## src/rtl/kmeans_pkg.sv

```systemverilog
// Shared definitions for the k-means centroid update slice.
//   upd_state_e     : update FSM states
//   STAT_*          : bit positions inside status_o
//   sum_width()     : accumulator width derived from feature and counter widths
package kmeans_pkg;

  typedef enum logic [2:0] {
    IDLE,
    LOAD,
    DIV,
    STORE,
    DONE
  } upd_state_e;

  localparam int unsigned STAT_BUSY      = 0;
  localparam int unsigned STAT_SAT       = 1;
  localparam int unsigned STAT_DROP      = 2;
  localparam int unsigned STAT_EMPTY_LSB = 8;
  localparam int unsigned STAT_EMPTY_W   = 8;

  // A count below 2^cnt_w samples of dw-bit values never overflows dw+cnt_w bits.
  function automatic int unsigned sum_width(input int unsigned dw, input int unsigned cnt_w);
    return dw + cnt_w;
  endfunction

endpackage

```

## src/rtl/kmeans_seq_divider.sv

```systemverilog
// Iterative unsigned restoring divider, one quotient bit per clock.
//   clk, reset : clock, synchronous active-high reset
//   start      : latch dividend/divisor and begin (ignored values while busy are overwritten)
//   dividend   : SUM_W-bit numerator
//   divisor    : CNT_W-bit denominator (caller guarantees non-zero)
//   done       : high during the final iteration cycle; quotient is valid from the next cycle
//   quotient   : SUM_W-bit result
module kmeans_seq_divider #(
  parameter int unsigned SUM_W = 24,
  parameter int unsigned CNT_W = 8
) (
  input  logic             clk,
  input  logic             reset,
  input  logic             start,
  input  logic [SUM_W-1:0] dividend,
  input  logic [CNT_W-1:0] divisor,
  output logic             done,
  output logic [SUM_W-1:0] quotient
);

  localparam int unsigned STEP_W = $clog2(SUM_W + 1);

  // Remainder is always below the divisor, so CNT_W bits hold it.
  logic [CNT_W-1:0]  rem;
  logic [CNT_W-1:0]  dsr;
  logic [STEP_W-1:0] steps;
  logic [CNT_W:0]    trial;

  // quotient doubles as the dividend shift register: its MSB feeds the remainder.
  always_comb begin
    trial = {rem, quotient[SUM_W-1]};
    done  = (steps == STEP_W'(1));
  end

  always_ff @(posedge clk) begin
    if (reset) begin
      rem      <= '0;
      dsr      <= '0;
      quotient <= '0;
      steps    <= '0;
    end else if (start) begin
      rem      <= '0;
      dsr      <= divisor;
      quotient <= dividend;
      steps    <= STEP_W'(SUM_W);
    end else if (steps != '0) begin
      if (trial >= {1'b0, dsr}) begin
        rem      <= CNT_W'(trial - {1'b0, dsr});
        quotient <= {quotient[SUM_W-2:0], 1'b1};
      end else begin
        rem      <= trial[CNT_W-1:0];
        quotient <= {quotient[SUM_W-2:0], 1'b0};
      end
      steps <= steps - STEP_W'(1);
    end
  end

endmodule

```

## src/rtl/kmeans_centroid_update.sv

```systemverilog
// Accumulates classified samples per cluster and, on update_i, recomputes each
// centroid element as sum/count with a shared sequential divider, then pulses
// centroid_valid_o so kmeans_cluster can take the new centroids.
//   init_centroid_i/init_valid_i : seed centroid load (IDLE only)
//   data_i/cluster_i/valid_i     : classified sample input; ready_o high in IDLE
//   clear_i                      : zero accumulators, counts and sticky bits
//   update_i                     : start recomputation
//   centroid_o/centroid_valid_o  : centroids ([c][p] at (c*PARAMS+p)*DW) and refresh pulse
//   busy_o                       : FSM not in IDLE
//   status_o                     : [0] busy, [1] count saturated, [2] sample dropped,
//                                  [15:8] empty-cluster mask of the last update
// Optional build macro KMEANS_UPD_ROUND_EN: round-half-up instead of floor division.
module kmeans_centroid_update
  import kmeans_pkg::*;
#(
  parameter int unsigned DW       = 16,
  parameter int unsigned CLUSTERS = 2,
  parameter int unsigned PARAMS   = 13,
  parameter int unsigned CNT_W    = 8
) (
  input  logic                            clk_i,
  input  logic                            reset_i,
  input  logic [CLUSTERS*PARAMS*DW-1:0]   init_centroid_i,
  input  logic                            init_valid_i,
  input  logic [PARAMS*DW-1:0]            data_i,
  input  logic [$clog2(CLUSTERS)-1:0]     cluster_i,
  input  logic                            valid_i,
  output logic                            ready_o,
  input  logic                            clear_i,
  input  logic                            update_i,
  output logic [CLUSTERS*PARAMS*DW-1:0]   centroid_o,
  output logic                            centroid_valid_o,
  output logic                            busy_o,
  output logic [31:0]                     status_o
);

  localparam int unsigned SUM_W = sum_width(DW, CNT_W);
  localparam int unsigned CI_W  = $clog2(CLUSTERS);
  localparam int unsigned PI_W  = (PARAMS > 1) ? $clog2(PARAMS) : 1;

  upd_state_e          state;
  logic [CI_W-1:0]     c_idx;
  logic [PI_W-1:0]     p_idx;
  logic                skip;
  logic [SUM_W-1:0]    sum_acc [CLUSTERS][PARAMS];
  logic [CNT_W-1:0]    cnt_acc [CLUSTERS];
  logic                sat_flag;
  logic                drop_flag;
  logic [CLUSTERS-1:0] empty_acc;
  logic [CLUSTERS-1:0] empty_mask;

  logic [SUM_W-1:0] cur_sum;
  logic [CNT_W-1:0] cur_cnt;
  logic [SUM_W-1:0] dividend;
  logic             div_start;
  logic             div_done;
  logic [SUM_W-1:0] quotient;
  logic [DW-1:0]    store_val;
  logic             sample_ok;

  always_comb begin
    cur_sum = sum_acc[c_idx][p_idx];
    cur_cnt = cnt_acc[c_idx];
`ifdef KMEANS_UPD_ROUND_EN
    dividend = cur_sum + SUM_W'(cur_cnt >> 1);
`else
    dividend = cur_sum;
`endif
    div_start = (state == LOAD) && (cur_cnt != '0);
    // The mean never exceeds a DW-bit value, so the clamp only bites on rounding overshoot.
    store_val = (|quotient[SUM_W-1:DW]) ? '1 : quotient[DW-1:0];
    sample_ok = 32'(cluster_i) < CLUSTERS;
  end

  kmeans_seq_divider #(
    .SUM_W(SUM_W),
    .CNT_W(CNT_W)
  ) u_div (
    .clk      (clk_i),
    .reset    (reset_i),
    .start    (div_start),
    .dividend (dividend),
    .divisor  (cur_cnt),
    .done     (div_done),
    .quotient (quotient)
  );

  always_ff @(posedge clk_i) begin
    if (reset_i) begin
      state            <= IDLE;
      c_idx            <= '0;
      p_idx            <= '0;
      skip             <= 1'b0;
      sat_flag         <= 1'b0;
      drop_flag        <= 1'b0;
      empty_acc        <= '0;
      empty_mask       <= '0;
      centroid_o       <= '0;
      centroid_valid_o <= 1'b0;
      busy_o           <= 1'b0;
      ready_o          <= 1'b1;
      for (int unsigned c = 0; c < CLUSTERS; c++) begin
        cnt_acc[c] <= '0;
        for (int unsigned p = 0; p < PARAMS; p++) sum_acc[c][p] <= '0;
      end
    end else begin
      centroid_valid_o <= 1'b0;
      if (state != IDLE && valid_i) drop_flag <= 1'b1;

      case (state)
        IDLE: begin
          if (clear_i) begin
            sat_flag  <= 1'b0;
            drop_flag <= 1'b0;
            for (int unsigned c = 0; c < CLUSTERS; c++) begin
              cnt_acc[c] <= '0;
              for (int unsigned p = 0; p < PARAMS; p++) sum_acc[c][p] <= '0;
            end
          end else begin
            // Sample is taken alongside init/update so an update includes it.
            if (valid_i) begin
              if (!sample_ok) begin
                drop_flag <= 1'b1;
              end else if (cnt_acc[cluster_i] == '1) begin
                sat_flag <= 1'b1;
              end else begin
                cnt_acc[cluster_i] <= cnt_acc[cluster_i] + CNT_W'(1);
                for (int unsigned p = 0; p < PARAMS; p++)
                  sum_acc[cluster_i][p] <= sum_acc[cluster_i][p] + SUM_W'(data_i[p*DW +: DW]);
              end
            end
            if (init_valid_i) begin
              centroid_o <= init_centroid_i;
            end else if (update_i) begin
              state     <= LOAD;
              c_idx     <= '0;
              p_idx     <= '0;
              empty_acc <= '0;
              busy_o    <= 1'b1;
              ready_o   <= 1'b0;
            end
          end
        end

        LOAD: begin
          skip <= (cur_cnt == '0);
          if (cur_cnt == '0) begin
            empty_acc[c_idx] <= 1'b1;
            state            <= STORE;
          end else begin
            state <= DIV;
          end
        end

        DIV: begin
          if (div_done) state <= STORE;
        end

        STORE: begin
          if (!skip) centroid_o[(32'(c_idx) * PARAMS + 32'(p_idx)) * DW +: DW] <= store_val;
          if (32'(p_idx) == PARAMS - 1) begin
            p_idx <= '0;
            if (32'(c_idx) == CLUSTERS - 1) begin
              state <= DONE;
            end else begin
              c_idx <= c_idx + CI_W'(1);
              state <= LOAD;
            end
          end else begin
            p_idx <= p_idx + PI_W'(1);
            state <= LOAD;
          end
        end

        DONE: begin
          centroid_valid_o <= 1'b1;
          empty_mask       <= empty_acc;
          state            <= IDLE;
          busy_o           <= 1'b0;
          ready_o          <= 1'b1;
          for (int unsigned c = 0; c < CLUSTERS; c++) begin
            cnt_acc[c] <= '0;
            for (int unsigned p = 0; p < PARAMS; p++) sum_acc[c][p] <= '0;
          end
        end

        default: state <= IDLE;
      endcase
    end
  end

  always_comb begin
    status_o            = '0;
    status_o[STAT_BUSY] = busy_o;
    status_o[STAT_SAT]  = sat_flag;
    status_o[STAT_DROP] = drop_flag;
    for (int unsigned c = 0; c < CLUSTERS; c++)
      if (c < STAT_EMPTY_W) status_o[STAT_EMPTY_LSB + c] = empty_mask[c];
  end

endmodule
```

## config.mk

```make
export PLATFORM = sky130hd
export DESIGN_NAME = kmeans_centroid_update
export DESIGN_NICKNAME = d
export VERILOG_FILES = /design/src/rtl/kmeans_pkg.sv /design/src/rtl/kmeans_seq_divider.sv /design/src/rtl/kmeans_centroid_update.sv
export SDC_FILE = /design/constraint.sdc
export NUM_CORES = 2
export LEC_CHECK = 0
export CAP_MARGIN = 15
export CORE_AREA = 2 2 421 423
export DETAILED_ROUTE_END_ITERATION = 12
export DIE_AREA = 0 0 423 425
export GPL_ROUTABILITY_DRIVEN = 0
export PLACE_DENSITY = 0.61
export SYNTH_ARGS = -nofsm -noshare
export SYNTH_HDL_FRONTEND = slang
export SYNTH_SLANG_ARGS = --single-unit
```

## constraint.sdc

```tcl
create_clock -name clk_i -period 31.6 [get_ports clk_i]
set_input_delay 6.32 -clock clk_i [delete_from_list [all_inputs] [get_ports clk_i]]
set_output_delay 6.32 -clock clk_i [all_outputs]
set_load 0.05 [all_outputs]
```

## Yosys cells after proc, flatten, opt, wreduce, memory -nomap -nowiden

Memories as Yosys holds them, arrays and structs flattened. A register that Yosys moved wholly into a read port is not among the register bits.
Index checks and enable logic that the tools add are counted.

- Register bits: 479
- Word-level logic and storage cells: 277
- Memory bits (writable): 640
- Memories: 2
- Latch bits: 0
- Input bits: 631
- Output and inout port bits: 451
- Bits in read-only memories: 0

Memories:

| memory | words | bits a word | read ports | clocked after Yosys merged registers in | write ports | line | RTL |
|---|---|---|---|---|---|---|---|
| sum_acc | 2 | 312 | 2 | 1 | 2 | kmeans_centroid_update.sv:45 | `logic [SUM_W-1:0] sum_acc [CLUSTERS][PARAMS];` |
| cnt_acc | 2 | 8 | 2 | 1 | 2 | kmeans_centroid_update.sv:46 | `logic [CNT_W-1:0] cnt_acc [CLUSTERS];` |

- Mux-type cells: 133
- Add/subtract/negate cells: 20
- $mul: 1
- Equality and inequality tests: 15
- Bitwise gates (word level): 58
- Shift-type cells: 2
- Divide/modulo/power cells: 0
- Magnitude comparators: 4
- Reduce and logical (&&, ||, !) cells: 25

Operators by type and width:

| cell | count |
|---|---|
| 24-bit two-way mux | 56 |
| 416-bit two-way mux | 3 |
| 416-bit case mux with 2 select lines | 1 |
| 416-bit bitwise mux | 1 |
| 16-bit by 34-bit variable shift with 416-bit output (first input constant) | 1 |
| 16-bit by 34-bit variable part select with 416-bit output | 1 |
| 24-bit by 16-bit adder with 24-bit output | 13 |
| 312-bit two-way mux | 1 |
| 312-bit OR reduction | 1 |
| 24-bit binary-select mux with 4-bit select | 1 |
| 1-bit bitwise OR | 56 |
| 8-bit two-way mux | 6 |
| 1-bit two-way mux | 39 |
| 10-bit negator with 34-bit output | 1 |
| 3-bit two-way mux | 6 |
| 16-bit two-way mux | 1 |
| 4-bit two-way mux | 4 |
| 4-bit AND reduction | 4 |
| 8-bit OR reduction | 2 |
| 2-bit inequality test (second input constant) | 7 |
| 13-bit two-way mux | 1 |
| 3-bit case mux with 4 select lines | 1 |
| 2-bit nonzero test | 6 |
| 5-bit two-way mux | 2 |
| 34 further kinds | 43 |

## Logic depth before layout (Yosys ltp)

An unclocked memory read counts as a cell.

- Depth in word-level cells: 10
- Depth in mapped cells: 19
- Mapped depth without buffers: 13

## Hierarchy

A second synthesis with hierarchy kept.

- Cells, all modules: 6,478
- Area total of the unflattened synthesis: 65,074.9 µm²

By module, submodules not included:

| module | sequential area each (µm²) | area each (µm²) | times used | cells an instance |
|---|---|---|---|---|
| kmeans_centroid_update | 27,926.8 | 62,668.9 | 1 | 6,162 |
| kmeans_seq_divider | 900.9 | 2,406.1 | 1 | 316 |

## Least setup slack after synthesis

OpenSTA, ideal clock, no wires.

- Kind: in2reg
- From: input cluster_i
- To: memory sum_acc[1][0] (netlist name) (enable)
- Arrival time: 16.000 ns
- Stages on the path: 16
- Slack: 14.938 ns
- Cells stage by stage: buf_2 > buf_2 > buf_2 > buf_2 > buf_2 > buf_2 > buf_1 > mux2_2 > ha_1 > nand2_1 > nor2_1 > a2111oi_1 > nand2_1 > clkbuf_1 > clkbuf_1 > nand2_1

RTL lines:

| element | line | RTL |
|---|---|---|
| start: declaration | kmeans_centroid_update.sv:26 | `input logic [$clog2(CLUSTERS)-1:0] cluster_i,` |
| end: declaration | kmeans_centroid_update.sv:45 |  |

==> qor.csv <==
stage,metric,value,unit
worst_setup_path,crit_type,primary input to register,
layout,layout.nets,8239,
cts,cts_setup_buffers,0,
timing,finalCritPeriodShare,0.404,
worst_setup_path,crit_fanout,78,
worst_setup_path,worstPathArrival,13.19,ns
global_routing,antenna_found_initial,131,
yosys,syn_area_per_cell,9.86,µm²
timing,final-setup-viol-count,0,
floorplan,core_region_area,175000,µm²
floorplan,pin_count,1082,
worst_setup_path,cp-end-kind,register,
drt,drt_iter0_drc,6108,
floorplan,num_rows,154,
yosys,ys_top_cells_by_area,"edfxtp_1, dfxtp_1, nor2_1",
timing,finalClockSkew,0.0274,ns
drt,routedWlPerCell,28.4,µm
yosys,ys_ff_latch,1120,
power_and_ir_drop,vdd_ir_drop_max,0.0580,mV
yosys,synth-edff-count,640,
worst_setup_path,worstPathRequired,32.01,ns
yosys,ys_warn_count,0,
drt,drc,0,
cts,clock-sinks,1120,
timing,relSlewSlack,0.129,
drt,viasPerCell,5.81,
placement,portBuffers,1054,
yosys,postSynthCellCount,6489,
cts,cts_tree,yes,
drt,drtAntennaViolNets,0,
yosys,yosysMostFrequentCell,nor2_1,
floorplan,die-area,180000,µm²
cts,cts_resized,0,
cts,cts_max_level,4,
drt,vias,57400,
cts,clock_path_buffers,3,
yosys,yosysTopAreaCell,edfxtp_1,
yosys,synth_top_area_share,0.300,
power_and_ir_drop,power_density,57.5,nW/µm²
placement,post-dp-hpwl,207,mm
layout,n_fill_cell,16400,
floorplan,die_w,423,µm
layout,drive_above_1_share,0.0976,
cts,clk_pin_slew,0.06,ns
global_routing,grt_max_degree,222,
cts,worstSkewPairLatency,0.81,ns
global_routing,grt_pass1_vias,54600,
worst_setup_path,rrSetupSlack,25.11,ns
worst_setup_path,start_kind,primary input,
global_routing,grt_util_all_layers,0.299,
cts,root_buffer,clkbuf_16,
timing,tightest_slew,1.30,ns
layout,multi_input_comb_area,33200,µm²
yosys,synth_area,64000,µm²
yosys,ys.flop_type,edfxtp_1,
layout,area_growth,26.8,%
yosys,netlist_top_cells_count,"nor2_1, edfxtp_1, dfxtp_1",
global_routing,grt_pass1_wl,393,mm
floorplan,start_util,0.365,
run,maxCapViolations,0,
min_path,hold_class,register to register,
yosys,ys_types,90,
drt,wirelength,280,mm
drt,firstDrtPassIters,6,
timing,grt_setup_unrepaired,false,
timing,fin_setup_tns,0,ns
floorplan,dieHeight,425,µm
run_status,status,completed,
yosys,asyncSetResetFlopFracSynth,0,
cts,numCtsBuffers,136,
timing,hold_violations,0,
layout,layout.area.seq,28800,µm²
global_routing,gr-total-overflow,0,
layout,final_core_util,0.462,
cts,cts_hold_buf,0,
timing,fmax,0.0783,GHz
timing,finalMaxSlewViolations,0,
power_and_ir_drop,p_leak,29.9,nW
yosys,ys_seq_area_frac,0.451,
timing,min_period,12.78,ns
flip-flops by register name, summed over array words and instances (netlist names), 2 cells and up, named ones only:
name	flops
empty_acc	2
state	3
empty_mask	2
u_div.steps	5
p_idx	4
u_div.dsr	8
u_div.quotient	24
sum_acc	624
u_div.rem	8
cnt_acc	16
centroid_o	416
path summary, 6_finish.rpt:
path	from	end	depth (start not counted)
worst max-delay path	cluster_i	sum_acc[0][9]	13
worst min-delay path	empty_mask[1]	empty_mask[1]	2
worst max register to register	cnt_acc[1][0]	sum_acc[0][9]	11
worst min register to register	empty_mask[1]	empty_mask[1]	2
final cells by class:
type,count,share of cell area
Inverter,83,0.00384
Sequential cell,1120,0.356
Multi-Input combinational cell,4867,0.409
Timing Repair Buffer,1158,0.140
Clock inverter,50,0.00622
Clock buffer,189,0.0464
Tap cell,2340,0.0361
Antenna cell,67,0.00207
critical path: stages:
cell	delay [ns]
buf_8	0.46
buf_4	0.59
mux2_2	0.42
ha_1	0.25
nand2_1	0.17
nor2_1	0.13
a2111oi_2	0.37
buf_4	0.46
nand2b_4	0.44
nand2_4	0.74
buf_4	0.87
buf_4	0.80
buf_4	0.81
cell usage in the layout, fill, tap and decap left out, types with 168 or more instances in the layout:
cell type	n
mux2_2	221
mux2i_1	168
nor2_1	1285
edfxtp_1	640
nor3_1	385
clkdlybuf4s50_1	1052
xor2_1	191
dfxtp_1	476
nand2_1	333
a21oi_1	241
o21ai_0	239
a221oi_1	224
ha_1	228
kinds of logic after synthesis:
family | Yosys count | share of synthesized area
xor gates and xnor gates | 353 | 0.0486
adders and majority gates | 242 | 0.0490
other | 1 | 0.0000586
AOI/OAI and AO/OA | 1353 | 0.147
and+or+nand+nor | 2378 | 0.161
muxes | 514 | 0.109
DFF | 1120 | 0.451
buffers and inverters | 528 | 0.0350
power breakdown:
| part | internal, mW | total [mW] | switching (mW) |
|---|---|---|---|
| combinational | 0.481 | 1.30 | 0.819 |
| clock | 0.877 | 1.55 | 0.669 |
| sequential | 1.71 | 1.81 | 0.103 |
| total | 3.07 | 4.66 | 1.59 |
per-stage QoR:
step,std cells,power [mW],cell area [µm²],hold slack (ns),setup WS [ns]
5_1_grt,9860,4.84,81000,0.475,18.52
3_3_place_gp,9567,3.10,76600,0.447,18.00
2_1_floorplan,6515,2.68,64100,0.429,14.94
3_5_place_dp,9567,3.12,76600,0.452,18.02
6_report,9874,4.66,81100,0.456,18.82
4_1_cts,9806,4.67,80900,0.460,18.87
per-layer routing:
metal / vias up / wire (µm) / track usage
li1: 25700 / - / -
met4: 46 / 16900 / 0.176
met2: 2726 / 128000 / 0.470
met3: 640 / 24600 / 0.0718
met5: - / 300 / 0
met1: 28300 / 110000 / 0.374
(Power assumes the default switching activity.)
